## src/rtl/vga_timing_gen.sv

```systemverilog
// Parametrised VGA/SVGA sync generator: hsync/vsync/vidon, pixel coordinates and line/frame strobes.
// Optional look-ahead outputs (pf_vidon/pf_hc/pf_vc) are enabled with `define VGA_PREFETCH_EN.
module vga_timing_gen #(
  parameter int H_ACTIVE = 640,
  parameter int H_FP     = 16,
  parameter int H_SYNC   = 96,
  parameter int H_BP     = 48,
  parameter int V_ACTIVE = 480,
  parameter int V_FP     = 10,
  parameter int V_SYNC   = 2,
  parameter int V_BP     = 33,
  parameter bit HS_POL   = 1'b0,
  parameter bit VS_POL   = 1'b0,
  parameter int CW       = 10
) (
  input  logic          clk,
  input  logic          clr,
  input  logic          en,
  output logic          hsync,
  output logic          vsync,
  output logic          vidon,
  output logic [CW-1:0] hc,
  output logic [CW-1:0] vc,
  output logic          line_start,
  output logic          frame_start
`ifdef VGA_PREFETCH_EN
  ,
  output logic          pf_vidon,
  output logic [CW-1:0] pf_hc,
  output logic [CW-1:0] pf_vc
`endif
);

  localparam int H_TOTAL = H_ACTIVE + H_FP + H_SYNC + H_BP;
  localparam int V_TOTAL = V_ACTIVE + V_FP + V_SYNC + V_BP;

  localparam logic [CW-1:0] H_LAST = CW'(H_TOTAL - 1);
  localparam logic [CW-1:0] V_LAST = CW'(V_TOTAL - 1);
  localparam logic [CW-1:0] H_ACT  = CW'(H_ACTIVE);
  localparam logic [CW-1:0] V_ACT  = CW'(V_ACTIVE);
  localparam logic [CW-1:0] HS_ON  = CW'(H_ACTIVE + H_FP);
  localparam logic [CW-1:0] HS_OFF = CW'(H_ACTIVE + H_FP + H_SYNC);
  localparam logic [CW-1:0] VS_ON  = CW'(V_ACTIVE + V_FP);
  localparam logic [CW-1:0] VS_OFF = CW'(V_ACTIVE + V_FP + V_SYNC);

  // Explicit wrap at TOTAL-1 so non-power-of-two totals never rely on 2^CW rollover.
  function automatic logic [CW-1:0] h_step(input logic [CW-1:0] h);
    return (h == H_LAST) ? '0 : h + CW'(1);
  endfunction

  function automatic logic [CW-1:0] v_step(input logic [CW-1:0] h, input logic [CW-1:0] v);
    if (h != H_LAST) return v;
    return (v == V_LAST) ? '0 : v + CW'(1);
  endfunction

  function automatic logic active(input logic [CW-1:0] h, input logic [CW-1:0] v);
    return (h < H_ACT) && (v < V_ACT);
  endfunction

  logic [CW-1:0] hc_n, vc_n;

  always_comb begin
    hc_n = h_step(hc);
    vc_n = v_step(hc, vc);
  end

  // Decodes use the next counter value so every output lines up with the hc/vc it is registered with.
  always_ff @(posedge clk) begin
    if (clr) begin
      hc          <= H_LAST;
      vc          <= V_LAST;
      hsync       <= ~HS_POL;
      vsync       <= ~VS_POL;
      vidon       <= 1'b0;
      line_start  <= 1'b0;
      frame_start <= 1'b0;
    end else if (en) begin
      hc          <= hc_n;
      vc          <= vc_n;
      hsync       <= (hc_n >= HS_ON && hc_n < HS_OFF) ? HS_POL : ~HS_POL;
      vsync       <= (vc_n >= VS_ON && vc_n < VS_OFF) ? VS_POL : ~VS_POL;
      vidon       <= active(hc_n, vc_n);
      line_start  <= (hc_n == '0);
      frame_start <= (hc_n == '0) && (vc_n == '0);
    end else begin
      line_start  <= 1'b0;
      frame_start <= 1'b0;
    end
  end

`ifdef VGA_PREFETCH_EN
  // pf_* always equals the position the counters load on the next tick, so it steps from itself.
  logic [CW-1:0] pf_hc_n, pf_vc_n;

  always_comb begin
    pf_hc_n = h_step(pf_hc);
    pf_vc_n = v_step(pf_hc, pf_vc);
  end

  always_ff @(posedge clk) begin
    if (clr) begin
      pf_hc    <= '0;
      pf_vc    <= '0;
      pf_vidon <= 1'b1;
    end else if (en) begin
      pf_hc    <= pf_hc_n;
      pf_vc    <= pf_vc_n;
      pf_vidon <= active(pf_hc_n, pf_vc_n);
    end
  end
`endif

endmodule

```

## config.mk

```make
export PLATFORM = sky130hd
export DESIGN_NAME = vga_timing_gen
export DESIGN_NICKNAME = d
export VERILOG_FILES = /design/src/rtl/vga_timing_gen.sv
export SDC_FILE = /design/constraint.sdc
export NUM_CORES = 1
export LEC_CHECK = 0
export CAP_MARGIN = 20
export CORE_MARGIN = 2
export CORE_UTILIZATION = 30
export CTS_BUF_LIST = sky130_fd_sc_hd__clkbuf_4 sky130_fd_sc_hd__clkbuf_8
export CTS_CLUSTER_DIAMETER = 200
export DETAILED_ROUTE_END_ITERATION = 10
export HOLD_SLACK_MARGIN = 0.1
export MAX_ROUTING_LAYER = met4
export PLACE_DENSITY_LB_ADDON = 0.25
export REMOVE_ABC_BUFFERS = 1
export SYNTH_ARGS = -nofsm -noshare
export SYNTH_HDL_FRONTEND = slang
export SYNTH_SLANG_ARGS = --single-unit
```

## constraint.sdc

```tcl
create_clock -name clk -period 4.2 [get_ports clk]
set_input_delay 0.84 -clock clk [delete_from_list [all_inputs] [get_ports clk]]
set_output_delay 0.84 -clock clk [all_outputs]
set_load 0.01 [all_outputs]
```

==> results of run 1 <==
cell usage in the layout, fill, tap and decap left out, types with 6 or more instances in the layout:
cell type and count:
nand2_1 17, o21ai_0 13, dfxtp_1 25, clkdlybuf4s50_1 27, a21oi_1 14, and3_1 6, nor3_1 7, nor2_1 16
nand3_1 10, xnor2_1 10, inv_1 7
layout make-up:
class	count	area [µm²]	share of cell area [%]
Timing Repair Buffer	29	285.3	13.95
Tap cell	72	90.09	4.406
Multi-Input combinational cell	160	1094	53.49
Inverter	7	26.28	1.285
Clock buffer	4	48.80	2.387
Sequential cell	25	500.5	24.48
power groups by stage:
stage	Combinational [mW]	Sequential [mW]	Clock [mW]
finish	0.201	0.277	0.160
global route	0.220	0.281	0.177
CTS	0.201	0.277	0.166
detailed placement	0.200	0.282	0
global placement	0.199	0.282	0
floorplan	0.130	0.282	0
worst paths after layout:
kind / from / depth (start not counted) / end / slack [ps]
setup / recovery: hc[0] / 6 / vc[4] / 1570
hold / removal: hsync / 2 / hsync / 540
setup reg to reg: hc[0] / 6 / vc[4] / 1570
hold reg to reg: hsync / 2 / hsync / 540
sequential cells by signal, summed over array words and instances, names as in the netlist:
| signal | flops |
|---|---|
| line_start | 1 |
| frame_start | 1 |
| hsync | 1 |
| vidon | 1 |
| hc | 10 |
| vsync | 1 |
| vc | 10 |
logic make-up (layout without fill, tap and decap cells):
kind of cell	count (synthesis)	after routing	synth area share, %
adder cells (fa/ha/maj)	3	3	2.151
buffers and inverters	24	40	8.674
AND/OR/NAND/NOR	88	88	31.25
AO/OA/AOI/OAI	54	54	21.36
multiplexers	2	2	1.362
flip-flops	25	25	28.67
XOR/XNOR	13	13	6.523
metrics by stage:
step | total power, mW | utilization [%] | instance area (µm²) | cells | hold WS (ps)
final | 0.6371 | 36.68 | 2044 | 297 | 541.0
after global routing | 0.6771 | 36.68 | 2044 | 297 | 583.9
after global placement | 0.4816 | 35.80 | 1996 | 293 | 514.9
after CTS | 0.6438 | 36.68 | 2044 | 297 | 553.7
after detailed placement | 0.4822 | 35.80 | 1996 | 293 | 530.1
after floorplan | 0.4125 | - | 1620 | 192 | 537.5
worst max-delay path: stages, from the launching register on:
cell and delay [ps]:
dfxtp_1 420, ha_1 250, and4_1 360, and3_1 470, nand2_1 350, or4_1 580, a21oi_1 140
metal layers:
layer	wire (µm)	vias up
met2	1862	16
met5	0	-
met1	2291	736
li1	-	796
met4	43	0
met3	83	2
==> metrics.md, run 1 <==
| Metric | Value |
|---|---|
| Setup bufs post-CTS | 0 |
| WL/cell | 14.41 µm |
| Worst VDD drop | between 0.1 and 0.15 mV |
| Logic pwr share | roughly a third |
| Chip height | ~80 µm |
| # diodes | 0 |
| Peak fanout along the critical path | 14 |
| Area of the mapped netlist | 0.001745 mm² |
| Root buffer cell | clkbuf_8 |
| CP arrival | about 2800 ps |
| Setup repair after global routing missed its margin | false |
| Min Clock Period, post-route | about 2600 ps |
| Drt drc | 0 |
| Mapped Avg Cell Area | around 8.4 µm² |
| Setup crit end kind | flop |
| Initial antenna violation count | 0 |
| Worst min path class | reg -> reg |
| Fillers | between 600 and 700 |
| PD cells | 311.6 mW/mm² |
| Vias in the first global route | approximately 1,400 |
| First-pass GRT wire length | 7031 µm |
| Worst endpoint required time | 4410 ps |
| Yosys top cell by area | dfxtp_1 |
| GR Util met2 | between 20% and 30% |
| Slew headroom | between 60 and 70% |
| Max Transition Viols Final | 0 |
| Initial Util | between 30 and 40% |
| Clock buffer depth | 2 |
| Number of max-cap violations | 0 |
| Ys Warns | 0 |
| Final hold violation count | 0 |
| Power Internal | ~0.42 mW |
| CTS sink cnt | 25 |
| Iteration-0 DRC count of the detailed router | roughly 90 |
| Leak | around 0.74 nW |
| Area growth, synth to finish | 17.13% |
| Most frequent cell after synthesis | dfxtp_1 |
| Via count | about 1,600 |
| Switching share of power | between 30% and 40% |
| Gr busiest metal | met2 |
| Post-synth EDFFs | 0 |
| Core area | ~0.0056 mm² |
| GR Util All Layers | roughly 14% |
| Die W | ~80 µm |
| Met3 track demand over resource | 1.461% |
| Seq cells post-synth | 25 |
| Library cells used by synthesis | 55 |
| Flop pwr share | between 40 and 50% |
| Clk pin slew, worst setup/hold paths | about 100 ps |
| Setup TNS Final | 0 ps |
| TritonCTS buffer count | 3 |
| Gp weighted congestion | 0.8113 |
| Setup Viol. Count Final | 0 |
| Clock share of power | 25.1% |
| Total routed wirelength | 4280 µm |
| Async S/R FF share, synth | 0% |
| CTS HTree Levels | 1 |
| GR Util met1 | 20.10% |
| Largest net degree at the start of global routing | 26 |
| Final Net Count | 232 |
| Top FF cell, synth | dfxtp_1 |
| Top Ports | 28 |
| Max Fclk | between 300 and 400 MHz |
| Worst Tran Pin Value | around 530 ps |
| Final period util | between 60% and 70% |
| Largest cells by area after synthesis | dfxtp_1, xnor2_1, a21oi_1, o21ai_0, nand2_1 |
| Dpl ws | 1587 ps |
| Fraction of layout cells with a size suffix above 1 | under 10% |
| I/O Buffers | 27 |
| Rows | 27 |
| DR vias/cell | between 5 and 6 |
| CTS Hold Bufs | 0 |
| Post-DP HPWL | approximately 3100 µm |
| Status | finished, final reports clean |
| CTS tree | done |
| Sw power | 0.2208 mW |
| Syn Inst Count | around 210 |
| Synth top area share | 28.67% |
| Sequential share of the synthesized area | between 20 and 30% |
| Die area | about 0.0064 mm² |
| CTS resizes | 0 |
| Post-route ant nets | 0 |
| Setup Skew | 2.146 ps |
| Crit path kind | reg -> reg |
| Crit start category | flop |
| Grt total ovfl | 0 |
| Commonest cells in the netlist | dfxtp_1, nand2_1, nor2_1 |
| DR pass1 iterations | 4 |
| Final worst setup slack | between 1500 and 2000 ps |
| Skew-Pair Late Insertion Delay | about 270 ps |
(Power assumes the default switching activity.)
==> inputs of run 2 (changes only) <==
clock period = 2.3 ns   (was 4.2 ns; I/O delays follow)
==> metrics.md, run 2 (same netlist as run 1, synthesis figures left out) <==
| Metric | Value |
|---|---|
| DR vias/cell | 5.260 (+0.78%) |
| Cell Chain, Critical Path | or4b_4 > nor4_4 > xnor2_1 > nand2_1 > nand4b_1 > and4b_1 |
| Drt drc | 0 (unchanged) |
| Peak fanout along the critical path | 9 (-5) |
| CTS resizes | 0 (unchanged) |
| Total power | 1.194 mW (+87%) |
| Vias in the first global route | 1,471 (+5.2%) |
| Max Fclk | 462.6 MHz (+22%) |
| Worst-case reg-to-reg path depth | 6 (unchanged) |
| Initial Util | 31.31% (unchanged) |
| CTS sink cnt | 25 (unchanged) |
| Setup TNS Final | 0 ps (unchanged) |
| Number of max-cap violations | 0 (unchanged) |
| Crit start category | flop |
| Area growth, synth to finish | 23.80% |
| Post-route ant nets | 0 (unchanged) |
| Rows | 27 (unchanged) |
| Gp weighted congestion | 0.8961 (+10%) |
| Top Ports | 28 (unchanged) |
| CTS Hold Bufs | 0 (unchanged) |
| Max Transition Viols Final | 0 (unchanged) |
| Clock buffer depth | 2 (unchanged) |
| Setup repair after global routing missed its margin | false |
| Die W | 80.28 µm (unchanged) |
| Chip height | 80.28 µm (unchanged) |
| Leak | 0.8132 nW (+9.5%) |
| CTS HTree Levels | 1 (unchanged) |
| Core area | 0.005574 mm² (unchanged) |
| Total routed wirelength | 4443 µm (+3.8%) |
| Via count | 1,641 (+5.9%) |
| Min Clock Period, post-route | 2162 ps (-465.4 ps) |
| Worst VDD drop | 0.2407 mV (+90%) |
| DR pass1 iterations | 4 (unchanged) |
| Fraction of layout cells with a size suffix above 1 | 15.00% (+6.6 points) |
| Die area | 0.006444 mm² (unchanged) |
| Critical-path top delay cell | or4b_4 |
| Final instance area | 0.002161 mm² (+5.7%) |
| # diodes | 0 (unchanged) |
| Setup Skew | 5.449 ps (+3.303 ps) |
| Status | finished, final reports clean |
| CP arrival | 2380 ps (-460 ps) |
| Iteration-0 DRC count of the detailed router | 99 (+11%) |
| First-pass GRT wire length | 7403 µm (+5.3%) |
| Worst endpoint required time | 2520 ps (-1890 ps) |
| Final Net Count | 247 (+6.5%) |
| Slew headroom | 64.87% (+0.60 points) |
| Final period util | 93.98% (+31 points) |
| TritonCTS buffer count | 3 (unchanged) |
| Setup crit end kind | flop |
| Setup bufs post-CTS | 0 (unchanged) |
| Most frequent cells in the layout | clkdlybuf4s50_1, dfxtp_1, nand2_1, buf_4, nor2_1 |
| CTS tree | done |
| Largest regs | hc (10), vc (10) |
| Setup Viol. Count Final | 0 (unchanged) |
| Final hold violation count | 0 (unchanged) |
| Worst Tran Pin Value | 523.0 ps (-8.879 ps) |
| Skew-Pair Late Insertion Delay | 270 ps (about the same) |
| Grt total ovfl | 0 (unchanged) |
| Initial antenna violation count | 0 (unchanged) |
| Hold depth | 2 (unchanged) |
| CP max stage delay | 610 ps (+30 ps) |
| GR Util All Layers | 14.88% (+0.75 points) |
| Post-Place Cells | 308 (+5.1%) |
| Root buffer cell | clkbuf_8 |
| Clk pin slew, worst setup/hold paths | 100 ps (about the same) |
| Worst min path class | reg -> reg |
| Post-route insts no fill | 312 (+5.1%) |
| Most common library cell in the layout ignoring fill and taps | clkdlybuf4s50_1 |
| WL/cell | 14.24 µm (-1.2%) |
| Crit path kind | reg -> reg |
| Placed Area | 0.002108 mm² (+5.6%) |
| Post-DP HPWL | 3453 µm (+13%) |
| I/O Buffers | 27 (unchanged) |
| Largest net degree at the start of global routing | 19 (-27%) |
| PD cells | 552.5 mW/mm² (+77%) |
-- run 2: changes by cell type in the layout (fill, tap and decap cells not counted) --
cell and delta:
and3_1 -1, buf_4 +15, and3_2 +1, nor3_1 -1, clkinv_2 +1, clkbuf_4 -1
nor3_2 +1
-- run 2: metrics by stage --
| stage | hold slack (ps) | util (%) | setup slack [ps] |
|---|---|---|---|
| final | 542.1 | 38.77 | 138.4 |
| after global routing | 586.8 | 38.77 | 1.223 |
| after CTS | 557.3 | 38.65 | 138.0 |
| after detailed placement | 532.6 | 37.82 | 157.7 |
| after global placement | 515.7 | 37.82 | 180.0 |
| after floorplan | 529.1 | - | -1.837 |
-- run 2: report_power, final --
group | leakage [nW] | switching, mW | internal (mW)
Sequential | 0.204 | 0.0332 | 0.457
Combinational | 0.584 | 0.227 | 0.202
Clock | 0.0255 | 0.153 | 0.121
-- run 2: worst paths after layout --
kind | from | to | slack [ps]
max reg2reg | hc[6] | frame_start | 140
max | hc[6] | frame_start | 140
min reg2reg | hsync | hsync | 540
min | hsync | hsync | 540
-- run 2: final cells by class --
type / instances / area (µm²)
Clock inverter: 1 / 5.005
Tap cell: 72 / 90.09
Sequential cell: 25 / 500.5
Timing Repair Buffer: 44 / 397.9
Multi-Input combinational cell: 160 / 1100
Clock buffer: 3 / 41.29
Inverter: 7 / 26.28
Fill cell: 593 / 3413
-- run 2: critical path: cells and delay by family (launching register included) --
kind | cells | cell delay, ps
flip-flops | 1 | 440
XOR/XNOR | 1 | 230
AND/OR/NAND/NOR | 5 | 1430
-- run 2: routing by layer --
| metal | vias to the layer above | part of all wire (%) | track usage [%] |
|---|---|---|---|
| met5 | - | 0 | - |
| met4 | 0 | 0.77 | 4.068 |
| met3 | 2 | 2.3 | 1.348 |
| li1 | 830 | - | - |
| met2 | 28 | 44 | 21.58 |
| met1 | 781 | 53 | 21.95 |
==> inputs of run 3 (changes only) <==
SKIP_CTS_REPAIR_TIMING = 1   (was unset)
==> results of run 3 <==
No change in the layout: final DEF, timing and power equal those of run 2.
